==> src/rtl/cubic_approx_pkg.sv <==
// Shared constants and fixed-point types for the cubic transfer stage.
package cubic_approx_pkg;

    localparam int unsigned IN_W      = 10;
    localparam int unsigned OUT_W     = 10;
    localparam int unsigned IN_FRAC   = 7;
    localparam int unsigned OUT_FRAC  = 6;
    localparam int unsigned K_Q10     = 870;
    localparam int unsigned K_FRAC    = 10;
    localparam int unsigned K_W       = 11;
    localparam int unsigned ONE_Q6    = 64;
    localparam int          OUT_MAX   = 511;
    localparam int          OUT_MIN   = -512;

    // Full-precision intermediate widths: x^2, x^3 and x^3*K
    localparam int unsigned X2_W      = 2 * IN_W;
    localparam int unsigned X3_W      = 3 * IN_W;
    localparam int unsigned P_W       = X3_W + K_W;
    localparam int unsigned RND_SHIFT = 3 * IN_FRAC + K_FRAC - OUT_FRAC;

    typedef logic signed [IN_W-1:0]  q2_7_t;
    typedef logic signed [OUT_W-1:0] q3_6_t;

endpackage

==> src/rtl/cubic_approx_if.sv <==
// Streaming sample bus: one qualified operand in, one qualified result out.
interface cubic_approx_if;
    import cubic_approx_pkg::*;

    logic  in_valid;
    q2_7_t in;
    logic  out_valid;
    q3_6_t out;
    logic  sat;

    modport master (output in_valid, in, input out_valid, out, sat);
    modport slave  (input in_valid, in, output out_valid, out, sat);
endinterface

==> src/rtl/cubic_approx_sat_round.sv <==
// Stage-3 tail: round Q.31 product to Q.6, add 1.0, clamp to the output range.
module cubic_approx_sat_round
    import cubic_approx_pkg::*;
(
    input  logic signed [P_W-1:0] p,
    output q3_6_t                 res_c,
    output logic                  sat_c
);
    localparam logic signed [P_W-1:0] RND     = P_W'(1 << (RND_SHIFT - 1));
    localparam logic signed [P_W-1:0] ONE     = P_W'(ONE_Q6);
    localparam logic signed [P_W-1:0] MAX_EXT = P_W'(OUT_MAX);
    localparam logic signed [P_W-1:0] MIN_EXT = P_W'(OUT_MIN);

    logic signed [P_W-1:0] s;

    // Round half up via bias + arithmetic shift, offset by 1.0, then clamp
    always_comb begin
        s     = ((p + RND) >>> RND_SHIFT) + ONE;
        res_c = OUT_W'(s);
        sat_c = 1'b0;
        if (s > MAX_EXT) begin
            res_c = OUT_W'(OUT_MAX);
            sat_c = 1'b1;
        end else if (s < MIN_EXT) begin
            res_c = OUT_W'(OUT_MIN);
            sat_c = 1'b1;
        end
    end

endmodule

==> src/rtl/cubic_approx.sv <==
// Three-stage pipelined evaluator of f(x) = 0.85*x^3 + 1.0 with saturation.
module cubic_approx
    import cubic_approx_pkg::*;
(
    input  logic          clk,
    input  logic          rst,
    cubic_approx_if.slave bus
);
    localparam logic signed [P_W-1:0] K_EXT = P_W'(K_Q10);

    logic                   s1_valid;
    logic signed [IN_W-1:0] s1_x;
    logic signed [X2_W-1:0] s1_x2;
    logic                   s2_valid;
    logic signed [X3_W-1:0] s2_x3;

    logic signed [X2_W-1:0] x_ext2;
    logic signed [X3_W-1:0] x_ext3;
    logic signed [X3_W-1:0] x2_ext3;
    logic signed [P_W-1:0]  p_c;
    q3_6_t                  res_c;
    logic                   sat_c;

    // Sign-extend operands to full product width so no bits are lost
    always_comb begin
        x_ext2  = X2_W'(bus.in);
        x_ext3  = X3_W'(s1_x);
        x2_ext3 = X3_W'(s1_x2);
        p_c     = P_W'(s2_x3) * K_EXT;
    end

    // Stage 1: capture x and x^2
    always_ff @(posedge clk or posedge rst) begin
        if (rst) begin
            s1_valid <= 1'b0;
            s1_x     <= '0;
            s1_x2    <= '0;
        end else begin
            s1_valid <= bus.in_valid;
            s1_x     <= bus.in;
            s1_x2    <= x_ext2 * x_ext2;
        end
    end

    // Stage 2: x^3
    always_ff @(posedge clk or posedge rst) begin
        if (rst) begin
            s2_valid <= 1'b0;
            s2_x3    <= '0;
        end else begin
            s2_valid <= s1_valid;
            s2_x3    <= x2_ext3 * x_ext3;
        end
    end

    cubic_approx_sat_round u_sat_round (
        .p     (p_c),
        .res_c (res_c),
        .sat_c (sat_c)
    );

    // Stage 3: result register; out/sat hold through bubbles
    always_ff @(posedge clk or posedge rst) begin
        if (rst) begin
            bus.out_valid <= 1'b0;
            bus.out       <= '0;
            bus.sat       <= 1'b0;
        end else begin
            bus.out_valid <= s2_valid;
            if (s2_valid) begin
                bus.out <= res_c;
                bus.sat <= sat_c;
            end
        end
    end

endmodule

==> src/flat_wrapper.sv <==
// flat-port wrapper written by rule: the top's interface ports become plain ports
module cubic_approx_flat import cubic_approx_pkg::*;
  (clk, rst, bus_in_valid, bus_in, bus_out_valid, bus_out, bus_sat);
  cubic_approx_if bus_i ();
  input  logic clk;
  input  logic rst;
  input wire logic [$bits(bus_i.in_valid)-1:0] bus_in_valid;
  input wire logic [$bits(bus_i.in)-1:0] bus_in;
  output wire logic [$bits(bus_i.out_valid)-1:0] bus_out_valid;
  output wire logic [$bits(bus_i.out)-1:0] bus_out;
  output wire logic [$bits(bus_i.sat)-1:0] bus_sat;
  assign bus_i.in_valid = bus_in_valid;
  assign bus_i.in = bus_in;
  assign bus_out_valid = bus_i.out_valid;
  assign bus_out = bus_i.out;
  assign bus_sat = bus_i.sat;
  cubic_approx u_core (.clk(clk), .rst(rst), .bus(bus_i));
endmodule
==> config.mk <==
export PLATFORM = sky130hd
export DESIGN_NAME = cubic_approx_flat
export DESIGN_NICKNAME = d
export VERILOG_FILES = /design/src/rtl/cubic_approx_pkg.sv /design/src/rtl/cubic_approx_if.sv /design/src/rtl/cubic_approx_sat_round.sv /design/src/rtl/cubic_approx.sv /design/src/flat_wrapper.sv
export SDC_FILE = /design/constraint.sdc
export NUM_CORES = 1
export LEC_CHECK = 0
export CAP_MARGIN = 25
export CELL_PAD_IN_SITES_DETAIL_PLACEMENT = 1
export CELL_PAD_IN_SITES_GLOBAL_PLACEMENT = 1
export CORE_MARGIN = 2
export CORE_UTILIZATION = 40
export CTS_CLUSTER_SIZE = 28
export DETAILED_ROUTE_END_ITERATION = 7
export GPL_TIMING_DRIVEN = 0
export PLACE_DENSITY = 0.73
export SYNTH_ARGS = -nofsm -noshare
export SYNTH_HDL_FRONTEND = slang
export SYNTH_SLANG_ARGS = --single-unit
export TNS_END_PERCENT = 50
==> constraint.sdc <==
create_clock -name clk -period 24.1 [get_ports clk]
set_clock_uncertainty 0.2 [all_clocks]
set_input_delay 2.41 -clock clk [delete_from_list [all_inputs] [get_ports clk]]
set_output_delay 2.41 -clock clk [all_outputs]
set_load 0.03 [all_outputs]
After elaboration in Yosys (flattened, before gate mapping) --
Cells that the tools add are included.
Storage, ports and cells: register bits after elaboration 74, input bits 13, output and inout bits 12, logic and storage cells 19
Cells by class: add/sub/neg operators 2, multiply operators 3, magnitude comparators 2, mux-type cells 4
Operator list (count):
- $add A41 B26 Y41 const B | 1
- $mul A30 B10 Y40 const B | 1
- $mul A20 B10 Y30 | 1
- $mul A10 B10 Y20 | 1
- $mux W10 | 2
- $add A16 B8 Y17 const B | 1
- $gt A17 B10 Y1 const B | 1
- $lt A17 B10 Y1 const B | 1
- $mux W1 | 2

Depth between registers and ports, before layout --
Gate-level depths: netlist of run 1.
depth in word-level cells 6, mapped depth 33, mapped depth without buffers 32

By module --
A second synthesis of run 1 with hierarchy kept.
Unflattened totals: cell total of the unflattened synthesis 2129, area total of the unflattened synthesis 19408.6 um^2
Modules (own cells, without submodules):
- cubic_approx | times used 1, cells each 1985, area each 18440.2 um^2, sequential area each 1801.7 um^2
- cubic_approx_sat_round | times used 1, cells each 144, area each 968.4 um^2, sequential area each 0.0 um^2

Worst setup path before layout of run 1 --
OpenSTA, ideal clock, no wires.
kind register to register, start register u_core.s2_x3[7], end register u_core.bus.out[0], setup time 0.073 ns, data arrival time 7.481 ns, setup slack 16.346 ns, cell stages (with the launch flop) 33, period minus slack after synthesis 7.754 ns, cell sequence dfrtp_1 -> ha_1 -> xor2_1 -> ha_1 -> a21o_1 -> fa_1 -> fa_1 -> inv_1 -> fa_1 -> inv_1 -> ha_1 -> nand2_1 -> nor3_1 -> nand2_1 -> o311ai_2 -> nor2_1 -> or2_2 -> inv_1 -> ha_1 -> nand4_1 -> nor2_1 -> nand3_1 -> xnor2_1 -> ha_1 -> inv_1 -> nor4b_1 -> a311o_4 -> nand3_1 -> o311a_1 -> a31o_1 -> a21o_1 -> buf_6 -> a21oi_2
Between the ends: longest elaborated chain between the ends 6, elaborated cells between the ends (all ways) 7, classes of those cells 2 x add/sub; 1 x mul; 2 x order compare; 2 x mux
RTL lines:
- from (decl) | RTL line cubic_approx.sv:15 | logic signed [X3_W-1:0] s2_x3;
- from (signal assigned) | RTL line cubic_approx.sv:52 | s2_x3 <= x2_ext3 * x_ext3;
- $mul A30 B10 Y40 (*) | RTL line cubic_approx.sv:29 | p_c = P_W'(s2_x3) * K_EXT;
- $add A41 B26 Y41 (*) | RTL line cubic_approx_sat_round.sv:18 | s = ((p + RND) >>> RND_SHIFT) + ONE;
- $add A16 B8 Y17 (*) | RTL line cubic_approx_sat_round.sv:18
- $lt A17 B10 Y1 | RTL line cubic_approx_sat_round.sv:24 | end else if (s < MIN_EXT) begin
- $mux W10 | RTL line cubic_approx_sat_round.sv:24
- $mux W10 (*) | RTL line cubic_approx_sat_round.sv:21 | if (s > MAX_EXT) begin
- to (signal assigned) | RTL line cubic_approx.sv:71 | bus.out <= res_c;
- to (decl) | RTL line cubic_approx_if.sv:12 | modport slave (input in_valid, in, output out_valid, out, sat);
Mark *: on every way between the ends. The rest lies on a longest branch, timed or not. A chain may end at the register's enable or synchronous reset.

Final worst setup path of run 1 --
start register u_core.s2_x3[10], end register u_core.bus.out[5]
The elaborated chain is that of the path after synthesis.

==> flow_summary.json, run 1 <==
{
  "drt-total-wl_um": 48900,
  "cp-end-kind": "register",
  "synth-compound-area-share": 0.102,
  "synth_edf_count": 0,
  "syn_inst": 2073,
  "first_pass_iters": 5,
  "grt_pass1_wl_um": 82400,
  "grt_pass1_vias": 16300,
  "crit_buf_inv": 5,
  "wire_per_inst_um": 17.9,
  "worstSkewPairLatency_ns": 0.38,
  "io_pins": 25,
  "ant_nets": 0,
  "synthMuxAreaShare": 0.00600,
  "diodes": 0,
  "regArea_um2": 1800,
  "worst_path_max_delay_cell": "fa_1",
  "antenna_found_initial": 1,
  "clock_path_buffers": 2,
  "routabilityCongestion": 0.857,
  "synth_simple_gate_area_frac": 0.134,
  "hold_viol": 0,
  "synth_top_family_by_area": "adder cells",
  "vias": 14100,
  "grt_use_total": 0.207,
  "die_h_um": 224,
  "drt-initial-drc-count": 554,
  "start_kind": "register",
  "areaGrowthSynthToFinish_pct": 6.89,
  "worstPathArrival_ns": 9.18,
  "drv_slew": 0,
  "tritoncts": "done",
  "postCtsHoldBufs": 0,
  "cp_max_fo": 10,
  "hold_class": "register to register",
  "ys.warnings.count": 0,
  "htreeDepth": 3,
  "synth-adder-area-share": 0.515,
  "cts_num_sinks": 72,
  "tightest_slew_ns": 0.930,
  "cts_buffers": 9,
  "die_area_um2": 50200,
  "avgSynthCellArea_um2": 9.35,
  "critPathTopFamily": "adder cells",
  "ys_top_cells_by_count": "inv_1, fa_1, ha_1",
  "start_util": 0.406,
  "async_flop_share": 1.00,
  "yosys.cell_count.top_type": "inv_1",
  "placementRows": 80,
  "cap_violations": 0,
  "grt_max_degree": 58,
  "synth-xor-area-share": 0.0497,
  "synthTopCellsByArea": "fa_1, ha_1, dfrtp_1, inv_1, and2_1",
  "critPathKind": "register to register",
  "clkTransAtPathRegs_ns": 0.07,
  "root_buffer": "clkbuf_16",
  "cpPeakStageDelay_ns": 0.56,
  "post-route-drc-count": 0,
  "setup-violations-final": 0,
  "nFillCells": 5554,
  "yosys.cell_types.count": 85,
  "setup_tns_ns": 0,
  "slew-limit-headroom": 0.380,
  "multiInputGateArea_um2": 15700,
  "status": "finished, final reports clean",
  "fmax_mhz": 110,
  "die_x_um": 224,
  "rsz0062_at_grt": "no",
  "seq_area_frac_synth": 0.0929,
  "detailed_place_hpwl_um": 42300,
  "core_um2": 47700,
  "synth_top_area_frac": 0.359,
  "synth_largest_area_cell": "fa_1",
  "period_needed_ns": 9.07,
  "io_buffers": 24,
  "post_cts_buffers": 0,
  "syn_area_um2": 19400,
  "grt-ovfl-total": 0,
  "num-nets-final": 2712,
  "viasPerCell": 5.18,
  "period_share": 0.376,
  "fin_util": 0.434,
  "ys_seq_elements": 72,
  "cp.required_ns": 24.21,
  "synth_ff_type": "dfrtp_1",
  "cts-resized-gates": 0,
  "drive_gt1_frac": 0.0307
}
[registers in the layout, indices dropped and copies added (netlist names)]
register and flops:
u_core.s1_x2 18, u_core.bus.sat 1, u_core.s2_valid 1, u_core.s1_x 10
u_core.s1_valid 1, u_core.s2_x3 30, u_core.bus.out_valid 1, u_core.bus.out 10
[final cells by class]
| class | instances | share of cell area |
|---|---|---|
| Tap cell | 615 | 0.0371 |
| Sequential cell | 72 | 0.0870 |
| Clock inverter | 7 | 0.00320 |
| Buffer | 58 | 0.0111 |
| Timing Repair Buffer | 25 | 0.0129 |
| Multi-Input combinational cell | 1490 | 0.755 |
| Clock buffer | 9 | 0.0109 |
| Inverter | 454 | 0.0824 |
[cell families (layout without fill, tap and decap cells)]
kind of cell | count (synthesis) | count (layout)
fa+ha+maj | 589 | 589
buf+inv | 512 | 553
simple gates | 501 | 501
compound gates | 277 | 277
xor+xnor | 110 | 110
flops | 72 | 72
mux | 10 | 10
other cells | 2 | 3
[worst paths after layout]
check / cells after the start / to / start / slack, ns
max reg2reg: 30 / u_core.bus.out[5]$_DFFE_PP0P_ / u_core.s2_x3[10]$_DFF_PP0_ / 15.03
min: 0 / u_core.s2_valid$_DFF_PP0_ / u_core.s1_valid$_DFF_PP0_ / 0.16
min in group asynchronous: 2 / u_core.s1_x[2]$_DFF_PP0_ / rst / 2.13
max: 30 / u_core.bus.out[5]$_DFFE_PP0P_ / u_core.s2_x3[10]$_DFF_PP0_ / 15.03
max in group asynchronous: 3 / u_core.s2_x3[3]$_DFF_PP0_ / rst / 20.99
min reg2reg: 0 / u_core.s2_valid$_DFF_PP0_ / u_core.s1_valid$_DFF_PP0_ / 0.16
[worst reg2reg max path, delay by kind of cell (launching register included)]
family,cells,cell delay [ns]
flops,1,0.49
xor+xnor,3,0.83
compound gates,5,1.58
fa+ha+maj,7,2.82
buf+inv,5,0.50
simple gates,10,2.61
[layout by cell type (no fill, tap or decap), types with 25 or more instances in the layout]
cell type and instances:
nand2_1 156, a21o_1 38, clkbuf_1 52, xnor2_1 77, xor2_1 33, nand3_1 25, nor2_1 66, inv_1 452
and2_1 119, nand2b_1 29, ha_1 241, a21oi_1 74, fa_1 348, o21ai_0 32, dfrtp_1 72
[through the flow]
stage	setup slack, ns	cell area (um2)	cells	hold WS (ns)
CTS	15.06	20700	2730	0.165
global placement	15.10	20400	2713	0.132
finish	15.03	20700	2730	0.159
floorplan	16.35	19400	2074	0.131
global route	14.39	20700	2730	0.175
detailed placement	14.92	20400	2714	0.149
[routing by layer]
layer	up-vias	GRT usage	routed length (um)
met2	137	0.390	25900
met3	63	0.0182	832
li1	6587	-	-
met4	0	0.0585	1140
met5	-	0	0
met1	7342	0.249	21000
Power of run 1 is left out: the tool's default activity adds up to more than one toggle a clock period on the data nets, which glitch-free logic cannot reach.
==> run 2, diff against run 1 <==
==> constraint.sdc (replaced) <==
create_clock -name clk -period 8.4 [get_ports clk]
set_clock_uncertainty 0.2 [all_clocks]
set_input_delay 0.84 -clock clk [delete_from_list [all_inputs] [get_ports clk]]
set_output_delay 0.84 -clock clk [all_outputs]
set_load 0.03 [all_outputs]
==> run 2 against run 1 <==
  * Global-route usage barely moved
  * Cell count up 0.48%
  * First-iteration DRC count is 3.8% higher
  * Critical path depth up 3
  * Wire length grew 1.1%
  * Maximum frequency increased by 12%
  * Register-to-register slack got worse by 15 ns
  * Sequential share of layout area down 0.091 points
  * Via count rose by 0.48%
  * Utilization increased by 0.79 points
  * Worst hold slack got worse by 0.00076 ns
  * Critical endpoint is now u_core.bus.out[0]$_DFFE_PP0P_
==> flow_summary.json, run 2 (same netlist as run 1, synthesis figures left out) <==
{
  "wire_per_inst_um": 18.0,
  "grt_pass1_wl_um": 82500,
  "routabilityCongestion": 0.857,
  "vias": 14200,
  "core_um2": 47700,
  "met1_usage": 0.249,
  "status": "finished, final reports clean",
  "post-route-drc-count": 0,
  "die_area_um2": 50200,
  "drt-initial-drc-count": 575,
  "cp-end-kind": "register",
  "cts_num_sinks": 72,
  "htreeDepth": 3,
  "fin_util": 0.442,
  "grt_pass1_vias": 16300,
  "hold_viol": 0,
  "period_share": 0.963,
  "start_util": 0.406,
  "num-nets-final": 2725,
  "clkTransAtPathRegs_ns": 0.07,
  "slew-limit-headroom": 0.387,
  "placementRows": 80,
  "drv_slew": 0,
  "die_x_um": 224,
  "grt.busiest_layer": "met2",
  "io_buffers": 24,
  "cpPeakStageDelay_ns": 0.56,
  "io_pins": 25,
  "ant_nets": 0,
  "nFillCells": 5524,
  "die_h_um": 224,
  "worst_path_max_delay_cell": "fa_1",
  "postCtsHoldBufs": 0,
  "layout_common_cells": "inv_1, fa_1, ha_1",
  "drt-total-wl_um": 49400,
  "regMostFlops": "u_core.s2_x3",
  "tritoncts": "done",
  "clock_path_buffers": 2,
  "grt_max_degree": 58,
  "hold_class": "register to register",
  "worstSkewPairLatency_ns": 0.38,
  "setup_tns_ns": 0,
  "drive_gt1_frac": 0.0583,
  "first_pass_iters": 5,
  "start_kind": "register",
  "setup_ws_ns": 0.307,
  "critPathKind": "register to register",
  "setup-violations-final": 0,
  "largestRegisters": "u_core.s2_x3 (30), u_core.s1_x2 (18)",
  "grt_use_total": 0.207,
  "cp.required_ns": 8.51,
  "fmax_mhz": 124,
  "pre_cts_ws_ns": -0.600,
  "root_buffer": "clkbuf_16",
  "areaGrowthSynthToFinish_pct": 8.84,
  "diodes": 0,
  "cts_buffers": 9,
  "globalRouteMet3Util": 0.0185,
  "period_needed_ns": 8.09,
  "cp_max_fo": 10,
  "detailed_place_hpwl_um": 42300,
  "largest_register_ff_count": 30,
  "antenna_found_initial": 1,
  "viasPerCell": 5.18,
  "cap_violations": 0,
  "final_common_cell": "inv_1",
  "grt_use_met2": 0.391,
  "tightest_slew_ns": 0.919,
  "worstPathArrival_ns": 8.20,
  "grt-ovfl-total": 0
}
[run 2: layer usage]
metal / routed length (um) / up-vias
met1: 21200 / 7388
met3: 850 / 61
met5: 0 / -
met2: 26200 / 141
met4: 1150 / 0
li1: - / 6607
[run 2: critical path, delay by kind of cell, from the launching register on]
family | cells | cell delay, ns
buffers and inverters | 5 | 0.39
and+or+nand+nor | 9 | 1.73
AOI/OAI and AO/OA | 9 | 2.07
DFF | 1 | 0.47
xor gates and xnor gates | 2 | 0.38
adders and majority gates | 8 | 2.78
[run 2: path summary, 6_finish.rpt]
kind	start	endpoint	slack [ns]	depth (start not counted)
max in group asynchronous	rst	u_core.s2_x3[6]$_DFF_PP0_	6.84	3
min in group asynchronous	rst	u_core.s1_x[2]$_DFF_PP0_	0.56	2
worst min register to register	u_core.s1_valid$_DFF_PP0_	u_core.s2_valid$_DFF_PP0_	0.16	0
worst max register to register	u_core.s2_x3[7]$_DFF_PP0_	u_core.bus.out[0]$_DFFE_PP0P_	0.31	33
worst max-delay path	u_core.s2_x3[7]$_DFF_PP0_	u_core.bus.out[0]$_DFFE_PP0P_	0.31	33
worst min-delay path	u_core.s1_valid$_DFF_PP0_	u_core.s2_valid$_DFF_PP0_	0.16	0
[run 2: repair_timing]
item / CTS / global route
pin swaps: 2 / 11
buffers inserted: 3 / 13
setup endpoints to repair: 11 / 10
gates cloned: 0 / 0
gates resized for setup: 7 / 47
[run 2: metrics by stage]
step                      instances  hold slack [ns]  instance area (um2)
final                          2743            0.158                21100
after global routing           2743            0.174                21100
after CTS                      2733            0.165                20800
after detailed placement       2714            0.149                20400
after global placement         2713            0.132                20400
after floorplan                2074            0.131                19400
[run 2: cell type report]
class	count	area, um2	share of cell area
timing repair buffer	41	388	0.0184
clock buffer	9	225	0.0107
multi-input combinational	1490	15900	0.754
buffer	55	218	0.0103
tap	615	769	0.0365
clock inverter	7	66.3	0.00314
sequential	72	1820	0.0860
inverter	454	1710	0.0809
Power of run 2 is left out for the same reason.
==> run 3, diff against run 2 <==
--- a/config.mk
+++ b/config.mk
@@ -12,8 +12,7 @@
 export CORE_UTILIZATION = 40
 export CTS_CLUSTER_SIZE = 28
 export DETAILED_ROUTE_END_ITERATION = 7
-export GPL_TIMING_DRIVEN = 0
-export PLACE_DENSITY = 0.73
+export PLACE_DENSITY = 0.78
 export SYNTH_ARGS = -nofsm -noshare
 export SYNTH_HDL_FRONTEND = slang
 export SYNTH_SLANG_ARGS = --single-unit
==> run 3 against run 2 <==
  * Cell count down 2.0%
  * Via count down 0.58%
  * Wire length down 2.7%
  * Critical path depth down 3
  * Die area unchanged
  * Maximum frequency down 0.93%
  * Worst setup slack worse by 0.076 ns
  * First-iteration DRC count down 14%
  * Largest cell class unchanged
  * Final area down 1.2%
  * Flip-flop and latch count unchanged
  * Register-to-register slack worse by 0.08 ns
  * Sequential share of layout area up 0.097 points
==> flow_summary.json, run 3 (same netlist as run 1, synthesis figures left out) <==
{
  "first_pass_iters": 4,
  "fin_util": 0.436,
  "areaGrowthSynthToFinish_pct": 7.49,
  "detailed_place_hpwl_um": 41100,
  "status": "finished, final reports clean",
  "wire_per_inst_um": 17.9,
  "slew-limit-headroom": 0.438,
  "grt-ovfl-total": 0,
  "hold_class": "register to register",
  "hold_viol": 0,
  "cap_violations": 0,
  "final_common_cell": "inv_1",
  "start_util": 0.406,
  "holdWs_ns": 0.154,
  "num-nets-final": 2671,
  "htreeDepth": 3,
  "placementRows": 80,
  "largestRegisters": "u_core.s2_x3 (30), u_core.s1_x2 (18)",
  "critPathTopFamily": "adder cells",
  "io_buffers": 24,
  "drt-initial-drc-count": 496,
  "antenna_found_initial": 0,
  "fmax_mhz": 122,
  "grt_max_degree": 73,
  "vias": 14100,
  "drv_slew": 0,
  "layout_common_cells": "inv_1, fa_1, ha_1",
  "io_pins": 25,
  "routabilityCongestion": 0.868,
  "ant_nets": 0,
  "start_kind": "register",
  "die_area_um2": 50200,
  "cp-end-kind": "register",
  "period_needed_ns": 8.17,
  "post-route-drc-count": 0,
  "cts_num_sinks": 72,
  "drive_gt1_frac": 0.0555,
  "grt_pass1_wl_um": 81000,
  "cp.required_ns": 8.50,
  "regMostFlops": "u_core.s2_x3",
  "grt_use_total": 0.199,
  "die_h_um": 224,
  "clkTransAtPathRegs_ns": 0.07,
  "root_buffer": "clkbuf_16",
  "period_share": 0.972,
  "core_um2": 47700,
  "tightest_slew_ns": 0.843,
  "diodes": 0,
  "cp_max_fo": 10,
  "tritoncts": "done",
  "largest_register_ff_count": 30,
  "cpPeakStageDelay_ns": 0.55,
  "critPathKind": "register to register",
  "worstPathArrival_ns": 8.27,
  "clock_path_buffers": 2,
  "worst_path_max_delay_cell": "fa_1",
  "worstSkewPairLatency_ns": 0.36,
  "cts_buffers": 9,
  "fin_cells": 2687,
  "cp_common_cell": "inv_1",
  "crit_buf_inv": 4,
  "die_x_um": 224,
  "post-place-cells": 2664,
  "setup-violations-final": 0,
  "grt_pass1_vias": 16500,
  "drt-total-wl_um": 48100,
  "viasPerCell": 5.25
}
[run 3: changes by cell type in the layout (fill, tap and decap cells not counted), sizes merged]
cell,before,now
clkbuf,58,11
inv,459,453
buf,23,18
clkinv,2,3
clkinvlp,0,1
[run 3: layout make-up]
cell class	instances	area (um2)
Multi-Input combinational cell	1490	15900
Fill cell	5451	26900
Timing Repair Buffer	42	395
Clock inverter	3	21.3
Clock buffer	11	233
Tap cell	615	769
Sequential cell	72	1810
Inverter	454	1700
[run 3: layer usage]
metal	global-route usage	up-vias	part of all wire
met4	0.0740	0	0.030
met1	0.225	7344	0.40
met5	0	-	0
met2	0.388	177	0.55
met3	0.0164	93	0.016
li1	-	6501	-
[run 3: repair_timing]
action	in CTS	in global routing
endpoints found under the setup margin	10	10
hold buffers	0	0
gates resized for setup	2	48
pin swaps	0	6
hold endpoints to repair	0	0
buffers inserted	0	8
[run 3: worst paths after layout]
path	startpoint	to	slack, ns	cells after the start
setup / recovery	u_core.s2_x3[9]$_DFF_PP0_	u_core.bus.out[0]$_DFFE_PP0P_	0.23	30
hold / removal	u_core.s1_valid$_DFF_PP0_	u_core.s2_valid$_DFF_PP0_	0.15	0
setup reg to reg	u_core.s2_x3[9]$_DFF_PP0_	u_core.bus.out[0]$_DFFE_PP0P_	0.23	30
hold reg to reg	u_core.s1_valid$_DFF_PP0_	u_core.s2_valid$_DFF_PP0_	0.15	0
max in group asynchronous	rst	u_core.s2_x3[10]$_DFF_PP0_	6.75	4
min in group asynchronous	rst	u_core.s1_x[8]$_DFF_PP0_	0.68	3
[run 3: stage by stage]
stage / cell area [um2] / setup slack [ns] / TNS, ns
2_1_floorplan: 19400 / 0.646 / 0
3_3_place_gp: 20200 / 0.322 / 0
3_5_place_dp: 20200 / -0.0925 / -0.773
4_1_cts: 20500 / 0.0417 / 0
5_1_grt: 20800 / -0.0868 / -0.675
6_report: 20800 / 0.231 / 0
[run 3: worst reg2reg max path, delay by kind of cell, from the launching register on]
family | cells | cell delay, ns
AO/OA/AOI/OAI | 9 | 2.25
XOR/XNOR | 2 | 0.47
adder cells (fa/ha/maj) | 8 | 2.98
buffers and inverters | 4 | 0.26
flip-flops | 1 | 0.49
AND/OR/NAND/NOR | 7 | 1.45
Power of run 3 is left out for the same reason.
